==> src/rtl/imem_fetch_ctrl.sv <==
`default_nettype none
// ============================================================================
// Module   : imem_fetch_ctrl
// Brief    : Instruction-memory port owner. Sequences a loader phase, then PC
//            generation with stall, branch redirect, EBREAK halt and errors.
// Revision : 1.0 - initial release
// ============================================================================
module imem_fetch_ctrl #(
  parameter logic [31:0] RESET_PC = 32'h0000_0000,
  parameter int          DEPTH    = 1024
) (
  input  logic        clk,
  input  logic        rst,
  input  logic        ld_valid,
  output logic        ld_ready,
  input  logic [31:0] ld_addr,
  input  logic [31:0] ld_data,
  input  logic        ld_done,
  input  logic        reload,
  input  logic        stall,
  input  logic        br_taken,
  input  logic [31:0] br_target,
  output logic [31:0] imem_A,
  output logic        imem_we,
  output logic [31:0] imem_WD,
  input  logic [31:0] imem_RD,
  output logic [31:0] PC_F,
  output logic [31:0] PCPlus4_F,
  output logic [31:0] Instr_F,
  output logic        f_valid,
  output logic        halted,
  output logic [1:0]  err_code,
  output logic [10:0] load_count,
  output logic [31:0] fetch_count
);

  typedef enum logic [1:0] {
    ST_LOAD = 2'd0,
    ST_RUN  = 2'd1,
    ST_HALT = 2'd2
  } state_t;

  localparam logic [32:0] ADDR_LIMIT      = 33'(DEPTH) * 33'd4;
  localparam logic [31:0] EBREAK          = 32'h0010_0073;
  localparam logic [10:0] LOAD_CNT_MAX    = 11'h7FF;
  localparam logic [1:0]  ERR_NONE        = 2'b00;
  localparam logic [1:0]  ERR_LOAD_ADDR   = 2'b01;
  localparam logic [1:0]  ERR_FETCH_RANGE = 2'b10;
  localparam logic [1:0]  ERR_BR_ALIGN    = 2'b11;

  state_t      state_q, state_d;
  logic [31:0] pc_q, pc_d;
  logic [1:0]  err_q, err_d;
  logic [10:0] load_count_q, load_count_d;
  logic [31:0] fetch_count_q, fetch_count_d;

  logic ld_addr_ok;
  logic pc_in_range;
  logic in_load;
  logic in_run;

  assign ld_addr_ok  = (ld_addr[1:0] == 2'b00) && ({1'b0, ld_addr} < ADDR_LIMIT);
  assign pc_in_range = ({1'b0, pc_q} < ADDR_LIMIT);
  assign in_load     = (state_q == ST_LOAD);
  assign in_run      = (state_q == ST_RUN);

  // Handshake and write enable depend on state only, never on ld_valid for ready.
  assign ld_ready    = in_load & ~rst;
  assign imem_we     = in_load & ld_valid & ld_addr_ok & ~rst;
  assign imem_A      = in_load ? ld_addr : pc_q;
  assign imem_WD     = ld_data;
  assign f_valid     = in_run & pc_in_range & ~rst;
  assign Instr_F     = in_load ? 32'h0 : imem_RD;
  assign PC_F        = pc_q;
  assign PCPlus4_F   = pc_q + 32'd4;
  assign halted      = (state_q == ST_HALT);
  assign err_code    = err_q;
  assign load_count  = load_count_q;
  assign fetch_count = fetch_count_q;

  always_comb begin
    state_d       = state_q;
    pc_d          = pc_q;
    err_d         = err_q;
    load_count_d  = load_count_q;
    fetch_count_d = fetch_count_q;
    case (state_q)
      ST_LOAD: begin
        if (ld_valid) begin
          if (ld_addr_ok) begin
            if (load_count_q != LOAD_CNT_MAX) begin
              load_count_d = load_count_q + 11'd1;
            end
          end else if (err_q == ERR_NONE) begin
            err_d = ERR_LOAD_ADDR;
          end
        end
        if (ld_done) begin
          state_d       = ST_RUN;
          pc_d          = RESET_PC;
          fetch_count_d = 32'h0;
        end
      end
      ST_RUN: begin
        if (reload) begin
          state_d      = ST_LOAD;
          err_d        = ERR_NONE;
          load_count_d = 11'h0;
        end else if (!pc_in_range) begin
          state_d = ST_HALT;
          if (err_q == ERR_NONE) err_d = ERR_FETCH_RANGE;
        end else if (br_taken) begin
          if (br_target[1:0] != 2'b00) begin
            state_d = ST_HALT;
            if (err_q == ERR_NONE) err_d = ERR_BR_ALIGN;
          end else begin
            pc_d = br_target;
          end
        end else if (!stall) begin
          fetch_count_d = fetch_count_q + 32'd1;
          // EBREAK is counted as a fetch but leaves the PC on itself.
          if (imem_RD == EBREAK) begin
            state_d = ST_HALT;
          end else begin
            pc_d = pc_q + 32'd4;
          end
        end
      end
      ST_HALT: begin
        if (reload) begin
          state_d      = ST_LOAD;
          err_d        = ERR_NONE;
          load_count_d = 11'h0;
        end
      end
      default: state_d = ST_LOAD;
    endcase
  end

  always_ff @(posedge clk) begin
    if (rst) begin
      state_q       <= ST_LOAD;
      pc_q          <= RESET_PC;
      err_q         <= ERR_NONE;
      load_count_q  <= 11'h0;
      fetch_count_q <= 32'h0;
    end else begin
      state_q       <= state_d;
      pc_q          <= pc_d;
      err_q         <= err_d;
      load_count_q  <= load_count_d;
      fetch_count_q <= fetch_count_d;
    end
  end

endmodule
`default_nettype wire

==> config.mk <==
export PLATFORM = sky130hd
export DESIGN_NAME = imem_fetch_ctrl
export DESIGN_NICKNAME = d
export VERILOG_FILES = /design/src/rtl/imem_fetch_ctrl.sv
export SDC_FILE = /design/constraint.sdc
export NUM_CORES = 1
export LEC_CHECK = 0
export BUFFER_PORTS_ARGS = -buffer_cell sky130_fd_sc_hd__buf_2
export CAP_MARGIN = 20
export CORE_UTILIZATION = 30
export CTS_BUF_LIST = sky130_fd_sc_hd__clkbuf_4 sky130_fd_sc_hd__clkbuf_8
export DETAILED_ROUTE_END_ITERATION = 10
export PLACE_DENSITY = 0.58
export REMOVE_ABC_BUFFERS = 1
export SKIP_LAST_GASP = 1
export SYNTH_ARGS = -nofsm -noshare
export SYNTH_HDL_FRONTEND = slang
export SYNTH_SLANG_ARGS = --single-unit
export TNS_END_PERCENT = 5
==> constraint.sdc <==
create_clock -name clk -period 4 [get_ports clk]
set_input_delay 0.4 -clock clk [delete_from_list [all_inputs] [get_ports clk]]
set_output_delay 0.4 -clock clk [all_outputs]
set_load 0.02 [all_outputs]
# ---- Word level (Yosys, flattened, before mapping)
# Cells that the tools add are included.
# W data, S select, Z words.
dict set report word_totals {
  regBits 79
  input_bits 135
  output_inout_bits 209
}
dict set report op_classes {
  addsub 3
  order_cmp 2
  n_eq_ne 26
  mux 39
  n_bitwise 7
  n_reduce_logical 14
}
# operator n
set op_table {}
lappend op_table {{$mux W32} 13}
lappend op_table {{$pmux W32 S2} 2}
lappend op_table {{$lt A32 B13 Y1 const B} 2}
lappend op_table {{$mux W11} 4}
lappend op_table {{$mux W2} 17}
lappend op_table {{$add A32 B1 Y32 const B} 1}
lappend op_table {{$add A32 B3 Y32 const B} 1}
lappend op_table {{$eq A32 B21 Y1 const B} 1}
lappend op_table {{$pmux W11 S2} 1}
lappend op_table {{$ne A2 B2 Y1 const B} 9}
lappend op_table {{$pmux W2 S3} 2}
lappend op_table {{$add A11 B1 Y11 const B} 1}
lappend op_table {{$ne A11 B11 Y1 const B} 1}
lappend op_table {{$ne A5 B4 Y1 const B} 2}
lappend op_table {{$reduce_and A5 Y1} 2}
lappend op_table {{$ne A3 B3 Y1 const B} 3}
lappend op_table {{$reduce_and A9 Y1} 1}
lappend op_table {{$ne A4 B3 Y1 const B} 2}
lappend op_table {{$ne A4 B4 Y1 const B} 2}
lappend op_table {{$reduce_and A7 Y1} 1}
lappend op_table {{$and A1 B1 Y1} 6}
lappend op_table {{$logic_not A2 Y1} 3}
lappend op_table {{$ne A2 B1 Y1 const B} 3}
lappend op_table {{$reduce_and A6 Y1} 1}
lappend op_table {{other kinds (8)} 10}

# ---- Longest topological paths before layout
dict set report logic_depth {
  word_depth 7
  ltp_mapped 10
  mapped_depth_nobuf 8
}

# ---- Worst setup path before layout
# OpenSTA, ideal clock, no wires.
dict set report synth_timing {
  kind {register -> output}
  startpoint {register pc_q[15] (netlist: PC_F[15])}
  endpoint {output PCPlus4_F[31]}
  arrival_time_ns 2.199
  setup_slack_ns 1.401
  stages_incl_launch_ff 9
  path_buffers 2
  cell_sequence {dfxtp_1 > clkbuf_1 > and4_1 > and3_1 > nand3_1 > or2_2 > clkbuf_1 > nor3_1 > xor2_1}
}
dict set report synth_between {
  elab_chain_cells 1
}
# element line_no
set synth_lines {}
lappend synth_lines {{start: declaration} 52} ;# logic [31:0] pc_q, pc_d;
lappend synth_lines {{start signal: assignment} 149} ;# pc_q <= pc_d;
lappend synth_lines {{$add A32 B3 Y32} 75} ;# assign PCPlus4_F = pc_q + 32'd4;
lappend synth_lines {{end: declaration} 28} ;# output logic [31:0] PCPlus4_F,
# Every way passes these cells.

# ---- Worst setup path in the final report
dict set report layout_timing {
  startpoint {register pc_q[3] (netlist: PC_F[3])}
  endpoint {output PCPlus4_F[30]}
}
# The elaborated chain is that of the path after synthesis.

==> results.cfg <==
[outcome]
status = finished, final reports clean

[die]
num_io_pins = 344
die_x_um = 136
rows = 48
die-area_um2 = 18500
chipHeight_um = 136
start_util_pct = 31.0
core_um2 = 17400

[pwr]
power_switching_share_pct = 40.8
vdd_ir_drop_max_mv = 0.182
net-switching-power_mw = 1.05
pwr-share-seq_pct = 33.1
clockPowerShare_pct = 26.6
leakage_nw = 3.08
power.density_cell_area_nw_per_um2 = 373
logic_pwr_share_pct = 40.3
design_power_total_mw = 2.59
p_int_mw = 1.53

[placed_design]
placement.setup.worst_slack_ps = 1120
port-buffer-count = 279
detailed_place_hpwl_mm = 20.3
gp_congestion = 0.979

[worst_setup_path]
timing.critical_path.slowest_cell_delay_ps = 520
worst-endpoint-required_ps = 3600
worst_path_max_delay_cell = dfxtp_1
cp_top_family = simple AND/OR/NAND/NOR gates
cp-end-kind = primary output
crit_buf_inv = 1
timing.critical_path.depth = 7
path_class = reg -> out
worstPathArrival_ps = 2580
worstPathCellList = ha_1, and2_1, nand3_1, or2_2, nor2_1, xnor2_1, buf_2
worstPathMaxFanout = 8
timing.critical_path.from_type = flip-flop
r2r_setup_slack_ps = 1110
worst_reg_to_reg_path_cell_count = 8

[synthesis]
synthSimpleGateAreaFrac_pct = 32.1
mappedNetlistArea_um2 = 5390
synth-seq-area-share_pct = 29.3
yosys_warnings = 0
synth.avg_cell_area_um2 = 8.04
synth-main-ff-cell = dfxtp_1
ys_seq_elements = 79
synth_edf_count = 0
async_reset_ff_share_pct = 0
post_synth_mux_area_share_pct = 6.98
synth_top_family_by_area = simple AND/OR/NAND/NOR gates
postSynthCellCount = 671
synth_fa_ha_area_share_pct = 1.62
synth-xor-area-share_pct = 9.91
netlist-cell-type-count = 57
synth_compound_gate_area_share_pct = 11.0

[timing]
finClkSkew_ps = 14.7
setup_total_negative_slack_ps = 0
max_freq_ghz = 0.336
tightest_slew_ps = 793
slew_headroom_pct = 46.6
setup-violations-final = 0
timing.final.crit_share_pct = 74.5
grt_setup_unrepaired = false
fin_hold_ws_ps = 224
final-max-slew-violation-count = 0
final_period_minus_worst_setup_slack_ps = 2980
timing_hold_violations_final = 0
post-route-worst-setup-slack_ps = 1020

[global_routing]
global_route_wire_length_before_repair_mm = 35.1
largest_net_degree_at_the_start_of_global_routing = 67
grt-ovfl-total = 0
grt_pass1_vias = 5227
initial_antenna_violation_count = 0
groute.usage.overall_pct = 26.7

[clock_network]
worstSkewPairLatency_ps = 390
cts_sinks = 79
clock_tree_from_tritoncts = done
cts_resized = 0
holdBufCountCts = 0
cts_made_buffers = 9
path_clk_slew_ps = 90
clock_path_buffers = 2
cts_setup_buffers = 0
clock_tree.root_cell = clkbuf_8
htree_levels = 3

[cells_and_area]
finish.net_count = 1039
syn2layout_area_growth_pct = 28.7
final_cell_mix = buf_2, dfxtp_1, nand2_1
antenna-diode-count = 0
drive_gt1_share_pct = 38.6
mostFrequentLayoutCell = buf_2

[detailed_routing]
drt_pre_antenna_iters = 5
wl_per_cell_um = 22.3
num_vias = 5789
drt_first_iter_violations = 248
drtAntennaViolNets = 0
route.final.wire_length_mm = 25.1
drc = 0
post_drt_via_cell_ratio = 5.14

[run]
maxCapViolations = 0

[min_path]
cell_depth_of_the_worst_min_delay_path = 3
hold_path_class = in -> reg
==> stage by stage <==
stage	instance area (um^2)	std cells	util, %
finish	6940	1127	39.8
global route	6940	1127	39.8
CTS	6910	1126	39.7
detailed placement	6690	1110	38.4
global placement	6690	1110	38.4
floorplan	4970	602	-
==> synthesized netlist by cell type (3+ instances only) <==
| cell type | instances | area, um^2 |
|---|---|---|
| and3_1 | 14 | 87.6 |
| a211oi_1 | 5 | 37.5 |
| o21ai_0 | 27 | 135 |
| dfxtp_1 | 79 | 1580 |
| nor3_1 | 13 | 65.1 |
| and4_1 | 4 | 35.0 |
| or2_2 | 3 | 18.8 |
| a31oi_1 | 4 | 25.0 |
| xnor2_1 | 43 | 377 |
| ha_1 | 7 | 87.6 |
| xor2_1 | 18 | 158 |
| nand4_1 | 14 | 87.6 |
| nor4b_1 | 5 | 43.8 |
| nor2_1 | 52 | 195 |
| inv_1 | 17 | 63.8 |
| nor2b_1 | 41 | 257 |
| buf_2 | 3 | 15.0 |
| buf_1 | 3 | 11.3 |
| and2_1 | 6 | 37.5 |
| mux2i_1 | 5 | 50.1 |
| o2111ai_1 | 10 | 87.6 |
| mux2_2 | 29 | 327 |
| a21oi_1 | 15 | 75.1 |
| a31o_2 | 3 | 26.3 |
| buf_4 | 36 | 270 |
| nand3_1 | 50 | 250 |
| nor4_1 | 28 | 175 |
| clkbuf_1 | 24 | 90.1 |
| nand2b_1 | 18 | 113 |
| or3_1 | 3 | 18.8 |
| o31ai_1 | 4 | 30.0 |
| nand2_1 | 57 | 214 |
| buf_6 | 3 | 33.8 |
==> worst paths after layout <==
path | startpoint | to
worst min register to register | fetch_count[31]$_SDFFE_PP0P_ | fetch_count[31]$_SDFFE_PP0P_
worst max register to register | state_q[1]$_SDFFE_PP0P_ | PC_F[6]$_SDFFE_PP0P_
worst max-delay path | PC_F[3]$_SDFFE_PP0P_ | PCPlus4_F[30]
worst min-delay path | br_target[21] | PC_F[21]$_SDFFE_PP0P_
==> worst min-delay path, stage by stage <==
cell	delay (ps)
buf_2	80
nand3_1	50
o21ai_0	60
==> power by group through the flow <==
stage               Combinational, mW  Clock (mW)  Sequential [mW]
floorplan                       0.641           0            0.889
global placement                 1.03           0            0.873
detailed placement               1.03           0            0.873
CTS                              1.04       0.712            0.855
global route                     1.12       0.750            0.861
finish                           1.04       0.688            0.856
==> per-layer routing <==
layer / vias up / routed length [um] / global-route usage, %
li1: 2790 / - / -
met1: 2669 / 8550 / 25.4
met2: 294 / 12200 / 45.7
met3: 34 / 3430 / 16.5
met4: 2 / 901 / 11.1
met5: - / 33 / 1.39
==> layout make-up <==
cell class | count | area (um^2)
tap | 225 | 282
sequential | 79 | 1580
inverter | 17 | 63.8
multi-input combinational | 506 | 3340
timing repair buffer | 284 | 1450
fill | 1842 | 10500
clock buffer | 9 | 124
clock inverter | 7 | 95.1
==> cells by family (layout without fill, tap and decap cells) <==
logic type	count (synthesis)	in the layout
AND/OR/NAND/NOR	320	320
buffers and inverters	86	317
AO/OA/AOI/OAI	84	84
flip-flops	79	79
XOR/XNOR	61	61
multiplexers	34	34
adder cells (fa/ha/maj)	7	7
==> sequential cells by signal, summed over array words and instances, names as in the netlist <==
name         count
fetch_count     32
PC_F            32
state_q          2
load_count      11
err_code         2
Power figures use the tool's default switching activity.
